[config.mk]
export PLATFORM = sky130hd
export DESIGN_NAME = program_loader
export DESIGN_NICKNAME = d
export VERILOG_FILES = /design/src/rtl/program_loader_pkg.sv /design/src/rtl/program_loader_instr_ram.sv /design/src/rtl/program_loader.sv
export SDC_FILE = /design/constraint.sdc
export NUM_CORES = 1
export LEC_CHECK = 0
export CAP_MARGIN = 5
export CORE_MARGIN = 2
export CORE_UTILIZATION = 45
export DETAILED_ROUTE_END_ITERATION = 8
export GPL_ROUTABILITY_DRIVEN = 1
export RECOVER_POWER = 25
export SKIP_LAST_GASP = 1
export SYNTH_ARGS = -nofsm -noshare
export SYNTH_HDL_FRONTEND = slang
export SYNTH_SLANG_ARGS = --single-unit
export TNS_END_PERCENT = 10
[constraint.sdc]
create_clock -name clk -period 4.7 [get_ports clk]
set_input_delay 0.94 -clock clk [delete_from_list [all_inputs] [get_ports clk]]
set_output_delay 0.94 -clock clk [all_outputs]
set_load 0.02 [all_outputs]
[src/rtl/program_loader_pkg.sv]
// Shared processor definitions: instruction width, store geometry, NOP encoding,
// 4-bit opcodes, and the loader state type.
package processor_defs;

  localparam int DATA_W = 8;
  localparam int ADDR_W = 4;
  localparam logic [DATA_W-1:0] NOP_OP = 8'hF0;

  localparam logic [3:0] OP_ADD    = 4'h0;
  localparam logic [3:0] OP_SUB    = 4'h1;
  localparam logic [3:0] OP_AND    = 4'h2;
  localparam logic [3:0] OP_OR     = 4'h3;
  localparam logic [3:0] OP_XOR    = 4'h4;
  localparam logic [3:0] OP_NOT    = 4'h5;
  localparam logic [3:0] OP_LDI    = 4'h6;
  localparam logic [3:0] OP_LD     = 4'h7;
  localparam logic [3:0] OP_ST     = 4'h8;
  localparam logic [3:0] OP_JMP    = 4'h9;
  localparam logic [3:0] OP_JZ     = 4'hA;
  localparam logic [3:0] OP_OUTPUT = 4'hB;

  typedef enum logic [1:0] {
    ST_CLEAR = 2'd0,
    ST_RUN   = 2'd1,
    ST_LOAD  = 2'd2
  } loader_state_e;

endpackage

[src/rtl/program_loader_instr_ram.sv]
// Instruction store: one synchronous write port, one combinational read port
// so the fetch path sees the same zero-latency timing as the old ROM.
module instr_ram #(
  parameter int DATA_W = 8,
  parameter int ADDR_W = 4
) (
  input  logic              clk,
  input  logic              i_we,
  input  logic [ADDR_W-1:0] i_wr_addr,
  input  logic [DATA_W-1:0] i_wr_data,
  input  logic [ADDR_W-1:0] i_rd_addr,
  output logic [DATA_W-1:0] o_rd_data
);

  logic [DATA_W-1:0] r_mem [2**ADDR_W];

  // NOTE: the array has no reset; contents are defined by the loader's clear sweep,
  // which keeps it mappable onto plain RAM.
  always_ff @(posedge clk) begin
    if (i_we) begin
      r_mem[i_wr_addr] <= i_wr_data;
    end
  end

  assign o_rd_data = r_mem[i_rd_addr];

endmodule

[src/rtl/program_loader.sv]
// Operator-facing writer for the instruction store: sweeps it to NOP, accepts keyed
// bytes in LOAD, and hands the combinational fetch port to the processor in RUN.
module program_loader
  import processor_defs::loader_state_e;
  import processor_defs::ST_CLEAR;
  import processor_defs::ST_RUN;
  import processor_defs::ST_LOAD;
#(
  parameter int                DATA_W = 8,
  parameter int                ADDR_W = 4,
  parameter logic [DATA_W-1:0] NOP_OP = 8'hF0
) (
  input  logic              clk,
  input  logic              reset_n,
  input  logic              load_en,
  input  logic              wr_pulse,
  input  logic [DATA_W-1:0] wr_data,
  input  logic              clear_req,
  input  logic [ADDR_W-1:0] rd_addr,
  output logic [DATA_W-1:0] rd_data,
  output logic [ADDR_W-1:0] wr_ptr,
  output logic [ADDR_W:0]   count,
  output logic              full,
  output logic              overflow,
  output logic              busy,
  output logic              loading
);

  localparam int DEPTH = 2**ADDR_W;

  loader_state_e     r_state, w_state_nxt;
  logic [ADDR_W-1:0] r_wr_ptr, w_wr_ptr_nxt;
  logic [ADDR_W:0]   r_count, w_count_nxt;
  logic              r_overflow, w_overflow_nxt;
  logic              w_full;
  logic              w_we;
  logic [DATA_W-1:0] w_we_data;
  logic [DATA_W-1:0] w_ram_rd;

  assign w_full = (r_count == (ADDR_W+1)'(DEPTH));

  // NOTE: every next-state signal gets its hold value first, so no path leaves one
  // unassigned and no latch is inferred.
  always_comb begin
    w_state_nxt    = r_state;
    w_wr_ptr_nxt   = r_wr_ptr;
    w_count_nxt    = r_count;
    w_overflow_nxt = r_overflow;
    w_we           = 1'b0;
    w_we_data      = NOP_OP;

    case (r_state)
      ST_CLEAR: begin
        w_we = 1'b1;
        if (r_wr_ptr == '1) begin
          w_state_nxt  = load_en ? ST_LOAD : ST_RUN;
          w_wr_ptr_nxt = '0;
          w_count_nxt  = '0;
        end else begin
          w_wr_ptr_nxt = r_wr_ptr + 1'b1;
        end
      end

      ST_RUN: begin
        if (clear_req) begin
          w_state_nxt    = ST_CLEAR;
          w_wr_ptr_nxt   = '0;
          w_count_nxt    = '0;
          w_overflow_nxt = 1'b0;
        end else if (load_en) begin
          w_state_nxt    = ST_LOAD;
          w_wr_ptr_nxt   = '0;
          w_count_nxt    = '0;
          w_overflow_nxt = 1'b0;
        end
      end

      ST_LOAD: begin
        // A clear request outranks a same-cycle commit.
        if (clear_req) begin
          w_state_nxt    = ST_CLEAR;
          w_wr_ptr_nxt   = '0;
          w_count_nxt    = '0;
          w_overflow_nxt = 1'b0;
        end else begin
          if (wr_pulse) begin
            if (w_full) begin
              w_overflow_nxt = 1'b1;
            end else begin
              w_we         = 1'b1;
              w_we_data    = wr_data;
              w_wr_ptr_nxt = r_wr_ptr + 1'b1;
              w_count_nxt  = r_count + 1'b1;
            end
          end
          if (!load_en) begin
            w_state_nxt = ST_RUN;
          end
        end
      end

      default: begin
        w_state_nxt  = ST_CLEAR;
        w_wr_ptr_nxt = '0;
        w_count_nxt  = '0;
      end
    endcase
  end

  // NOTE: sequential state uses non-blocking assignments so every register samples
  // the pre-edge values computed above.
  always_ff @(posedge clk or negedge reset_n) begin
    if (!reset_n) begin
      r_state    <= ST_CLEAR;
      r_wr_ptr   <= '0;
      r_count    <= '0;
      r_overflow <= 1'b0;
    end else begin
      r_state    <= w_state_nxt;
      r_wr_ptr   <= w_wr_ptr_nxt;
      r_count    <= w_count_nxt;
      r_overflow <= w_overflow_nxt;
    end
  end

  instr_ram #(
    .DATA_W (DATA_W),
    .ADDR_W (ADDR_W)
  ) u_instr_ram (
    .clk       (clk),
    .i_we      (w_we),
    .i_wr_addr (r_wr_ptr),
    .i_wr_data (w_we_data),
    .i_rd_addr (rd_addr),
    .o_rd_data (w_ram_rd)
  );

  // Outside RUN the processor fetches NOPs, so a half-entered program never executes.
  assign rd_data  = (r_state == ST_RUN) ? w_ram_rd : NOP_OP;
  assign wr_ptr   = r_wr_ptr;
  assign count    = r_count;
  assign full     = w_full;
  assign overflow = r_overflow;
  assign busy     = (r_state == ST_CLEAR);
  assign loading  = (r_state == ST_LOAD);

endmodule

Word-level counts from Yosys, hierarchy flattened
Memory sizes are Yosys's and may differ from the RTL's.
Index checks and enable logic that the tools add are counted.
{"block": "word_totals", "reg_bits": 12, "ramBits": 128, "out_inout_bits": 21, "in_bits": 17, "word_cells": 61, "memories": 1}
{"name": "u_instr_ram.r_mem", "depth": 16, "width": 8, "rd": 1, "rd_ports_with_merged_regs": 0, "write_ports": 1, "line": "program_loader_instr_ram.sv:15", "text": "logic [DATA_W-1:0] r_mem [2**ADDR_W];"}
{"block": "classes", "eq_ne": 10, "mux": 38, "n_reduce_logical": 6, "add_sub_neg": 2}
{"op": "8-bit two-way mux", "n": 5}
{"op": "5-bit two-way mux", "n": 6}
{"op": "4-bit two-way mux", "n": 6}
{"op": "3-bit != test (second input constant)", "n": 5}
{"op": "5-bit one-hot mux with 3 select lines", "n": 1}
{"op": "2-bit two-way mux", "n": 6}
{"op": "4-bit one-hot mux with 3 select lines", "n": 1}
{"op": "1-bit two-way mux", "n": 10}
{"op": "4-bit AND reduction", "n": 2}
{"op": "2-bit one-hot mux with 3 select lines", "n": 1}
{"op": "3-bit AND reduction", "n": 2}
{"op": "5-bit by 1-bit adder with 5-bit output (second input constant)", "n": 1}
{"op": "5-bit equality test (second input constant)", "n": 1}
{"op": "4-bit by 1-bit adder with 4-bit output (second input constant)", "n": 1}
{"op": "4-bit equality test (second input constant)", "n": 1}
{"op": "1-bit one-hot mux with 2 select lines", "n": 2}
{"op": "2-bit by 1-bit equality test with 1-bit output (second input constant)", "n": 1}
{"op": "2-bit equality test (second input constant)", "n": 1}
{"op": "2-bit logical NOT", "n": 1}
{"op": "2-bit by 1-bit != test with 1-bit output (second input constant)", "n": 1}
{"op": "2-bit nonzero test", "n": 1}

Longest topological paths before layout
{"block": "logic_depth", "ltp_word": 7, "ltp_mapped": 7, "ltp_nobuf": 7}

By module
From an unflattened synthesis, not the netlist that was laid out.
{"block": "hier_totals", "cells_unflattened": 313, "hier_area_um2": 5810.6}
{"mod": "instr_ram", "cells_each": 221, "instances": 1, "seq_area_each_um2": 3843.7, "area_each_um2": 4987.3}
{"mod": "program_loader", "cells_each": 92, "instances": 1, "seq_area_each_um2": 300.3, "area_each_um2": 823.3}

Worst setup path after synthesis
No wires, ideal clock.
{"block": "synth_timing", "path_type": "input to output", "startpoint": "input port rd_addr[0]", "endpoint": "output port rd_data[2]", "t_required_ns": 3.760, "path_stages": 5, "n_path_buf": 2, "path_slack_ns": 1.508, "t_arrival_ns": 2.252, "cell_sequence": "buf_2 > buf_4 > mux4_2 > mux2i_1 > a211oi_1"}
{"block": "synth_between", "elab_chain_len": 2}
{"element": "start: declaration", "line": "program_loader.sv:19", "text": "input logic [ADDR_W-1:0] rd_addr,"}
{"element": "memory read 16 x 8 bit"}
{"element": "8-bit two-way mux", "line": "program_loader.sv:139", "text": "assign rd_data = (r_state == ST_RUN) ? w_ram_rd : NOP_OP;"}
{"element": "end: declaration", "line": "program_loader.sv:20", "text": "output logic [DATA_W-1:0] rd_data,"}
No other way between the ends.

Worst setup path after layout
{"block": "layout_timing", "startpoint": "input port rd_addr[3]", "endpoint": "output port rd_data[7]"}
The elaborated chain is that of the path after synthesis.

==> results.json <==
{
  "firstDrtPassIters": 4,
  "numCtsBuffers": 17,
  "drt-vias-per-instance": 5.49,
  "crit_required_ps": 3760,
  "fp.dieH_um": 118,
  "synth_flop_cell": "edfxtp_1",
  "final_util": 0.548,
  "start_util": 0.462,
  "worstSetupPathType": "primary input to output pin",
  "synth_cells": 321,
  "cp-start-kind": "primary input",
  "hold_end": "count[0]$_DFFE_PN0P_",
  "insertion_delay_ps": 410,
  "synth-edff-count": 128,
  "outcome": "finished clean",
  "route.detailed.drc": 0,
  "hold_start": "count[0]$_DFFE_PN0P_",
  "r2r_start": "r_state[1]$_DFFE_PN0P_",
  "ff2ff_setup_slack_ps": 1570,
  "hold_slack_ps": 573,
  "crit_top_cell": "clkdlybuf4s50_1",
  "cts_sinks": 140,
  "yosys.area.top_type": "edfxtp_1",
  "tns_ps": 0,
  "slew_headroom": 0.122,
  "yosys_warnings": 0,
  "report.final.setup_viol": 0,
  "ant_nets": 0,
  "clockBufferDepth": 2,
  "drt_iter0_drc": 202,
  "antenna-diode-count": 0,
  "crit_fanout": 10,
  "cts_root_buffer": "clkbuf_16",
  "synth_nets": 344,
  "endpoint_kind": "output pin",
  "drv_cap": 0,
  "grt_first_pass_wirelength_um": 18200,
  "ys_types": 37,
  "synth_top_area_share": 0.656,
  "grt_max_degree": 32,
  "netlist_area_mm2": 0.00586,
  "skew_ps": 6.10,
  "rows": 41,
  "p_per_area_mw_per_mm2": 490,
  "portBuffers": 37,
  "core_area_mm2": 0.0127,
  "syn_avg_cell_area_um2": 18.2,
  "report.final.slew_viol_count": 0,
  "min_period_over_period": 0.836,
  "synth-async-reset-ratio": 0.0857,
  "dp_cells": 525,
  "cpMaxStageDelayCell": "clkdlybuf4s50_1",
  "leakage_nw": 2.18,
  "yosysMostFrequentCell": "edfxtp_1",
  "track_usage": 0.180,
  "vias": 3052,
  "grt_antenna_before_repair": 0,
  "detail_route.wl_per_cell_um": 21.0,
  "path_cells": "clkdlybuf4s50_1, buf_4, mux2i_1, a22oi_1, clkdlybuf4s50_1",
  "worst_pin_slew_ps": 1310,
  "die_x_um": 118,
  "cp_data_arrival_time_ps": 2990,
  "min_path_type": "register to register",
  "fillers": 1023,
  "hold_viol_final": 0,
  "ys_seq_elements": 140,
  "place.gp.congestion": 0.825,
  "cts_htree_levels": 4,
  "cts-hold-fix-buffers": 0,
  "regToRegEndpoint": "u_instr_ram.r_mem[0][6]$_DFFE_PP_",
  "ys_seq_area_frac": 0.708,
  "grt_pass1_vias": 3245,
  "holdPathStages": 1,
  "post-route-min-period_ps": 3930,
  "area_growth_pct": 18.5,
  "ios": 38,
  "clk_pin_slew_worst_paths_ps": 50,
  "cts_setup_buffers": 0,
  "dieArea_mm2": 0.0139,
  "r2r_cells": 3,
  "dpl.hpwl_um": 7710,
  "synth.area.top_cells": "edfxtp_1 66%, mux4_2 12%, dfrtp_1 5.1%",
  "max_stage_delay_ps": 810,
  "max_freq_ghz": 0.255,
  "cts-resized-gates": 0,
  "routed_wirelength_um": 11700,
  "num-nets-final": 395,
  "vdd_drop_max_v": 0.000283,
  "critPathBufInv": 3,
  "grt.overflow.total": 0,
  "drive_above_1_share": 0.172,
  "power_mw": 3.40,
  "cts_tree": "done",
  "rsz0062_at_grt": "no",
  "crit_family": "buffers and inverters",
  "synth_top_cells_by_count": "128 x edfxtp_1, 32 x mux4_2, 24 x nor2_1",
  "layoutNonFillerInstCount": 556
}
-- through the flow --
stage / setup WS (ps) / cell area, um2
2_1_floorplan: 1510 / 5860
3_3_place_gp: 699 / 6450
3_5_place_dp: 714 / 6450
4_1_cts: 709 / 6980
5_1_grt: 615 / 6940
6_report: 773 / 6940
-- layout make-up --
cell class,count,area (um2),share of cell area
clock buffer,18,429,0.0618
clock inverter,13,101,0.0146
inverter,8,30.0,0.00433
multi-input combinational,160,1590,0.228
sequential,140,4140,0.597
tap,172,215,0.0310
timing repair buffer,45,435,0.0627
-- state kept, by name, indices dropped and copies added, names as in the netlist --
| register | flops |
|---|---|
| count | 5 |
| overflow | 1 |
| r_state | 2 |
| u_instr_ram.r_mem | 128 |
| wr_ptr | 4 |
-- kinds of logic (layout without fill, tap and decap cells) --
| group | Yosys count | after routing | synth area share |
|---|---|---|---|
| fa+ha+maj | 6 | 6 | 0.0128 |
| mux | 49 | 49 | 0.152 |
| flops | 140 | 140 | 0.708 |
| simple gates | 77 | 77 | 0.0769 |
| buf+inv | 21 | 84 | 0.0175 |
| compound gates | 28 | 28 | 0.0331 |
-- how the worst max path moves through the flow --
stage	cells after the start	startpoint	slack, ps	to
after global routing	5	rd_addr[3]	610	rd_data[2]
final	5	rd_addr[3]	770	rd_data[7]
after floorplan	5	rd_addr[0]	1510	rd_data[2]
after global placement	6	rd_addr[0]	700	rd_data[1]
after detailed placement	6	rd_addr[0]	710	rd_data[0]
after CTS	6	rd_addr[0]	710	rd_data[1]
-- per-layer routing --
layer,GRT usage,up-vias,wire [um],share of wire
met2,0.303,81,6080,0.52
met1,0.228,1573,5020,0.43
met5,0,-,0,0
met4,0.0610,0,118,0.010
li1,-,1387,-,-
met3,0.0475,11,463,0.040
-- where the power goes --
group          switching [mW]  leakage, nW  total [mW]  internal (mW)
Sequential             0.0854         1.18        1.64           1.55
Clock                   0.478        0.255        1.19          0.716
Combinational           0.362        0.744       0.574          0.211
-- layout by cell type, fill, tap and decap left out, types with 2 or more instances in the layout --
master / instances
edfxtp_1: 128
dfrtp_1: 12
a21boi_0: 2
o21ai_0: 5
inv_1: 8
a211oi_1: 2
mux4_2: 32
nand4_1: 3
dlygate4sd3_1: 14
nand2_1: 6
a21o_1: 3
nand2b_1: 10
and2_1: 5
clkbuf_16: 17
nor3_1: 5
clkdlybuf4s50_1: 22
nor2_1: 24
mux2i_1: 17
or4_1: 2
clkinvlp_4: 3
clkbuf_1: 5
o22ai_1: 3
clkinv_1: 3
inv_6: 2
buf_12: 2
buf_4: 2
ha_1: 6
a22oi_1: 4
clkinv_2: 4
nand3b_1: 5
nor2b_1: 4
o31ai_1: 3
nand3_1: 7
a21oi_1: 5
Note: power is estimated with default switching activity, not from simulation.
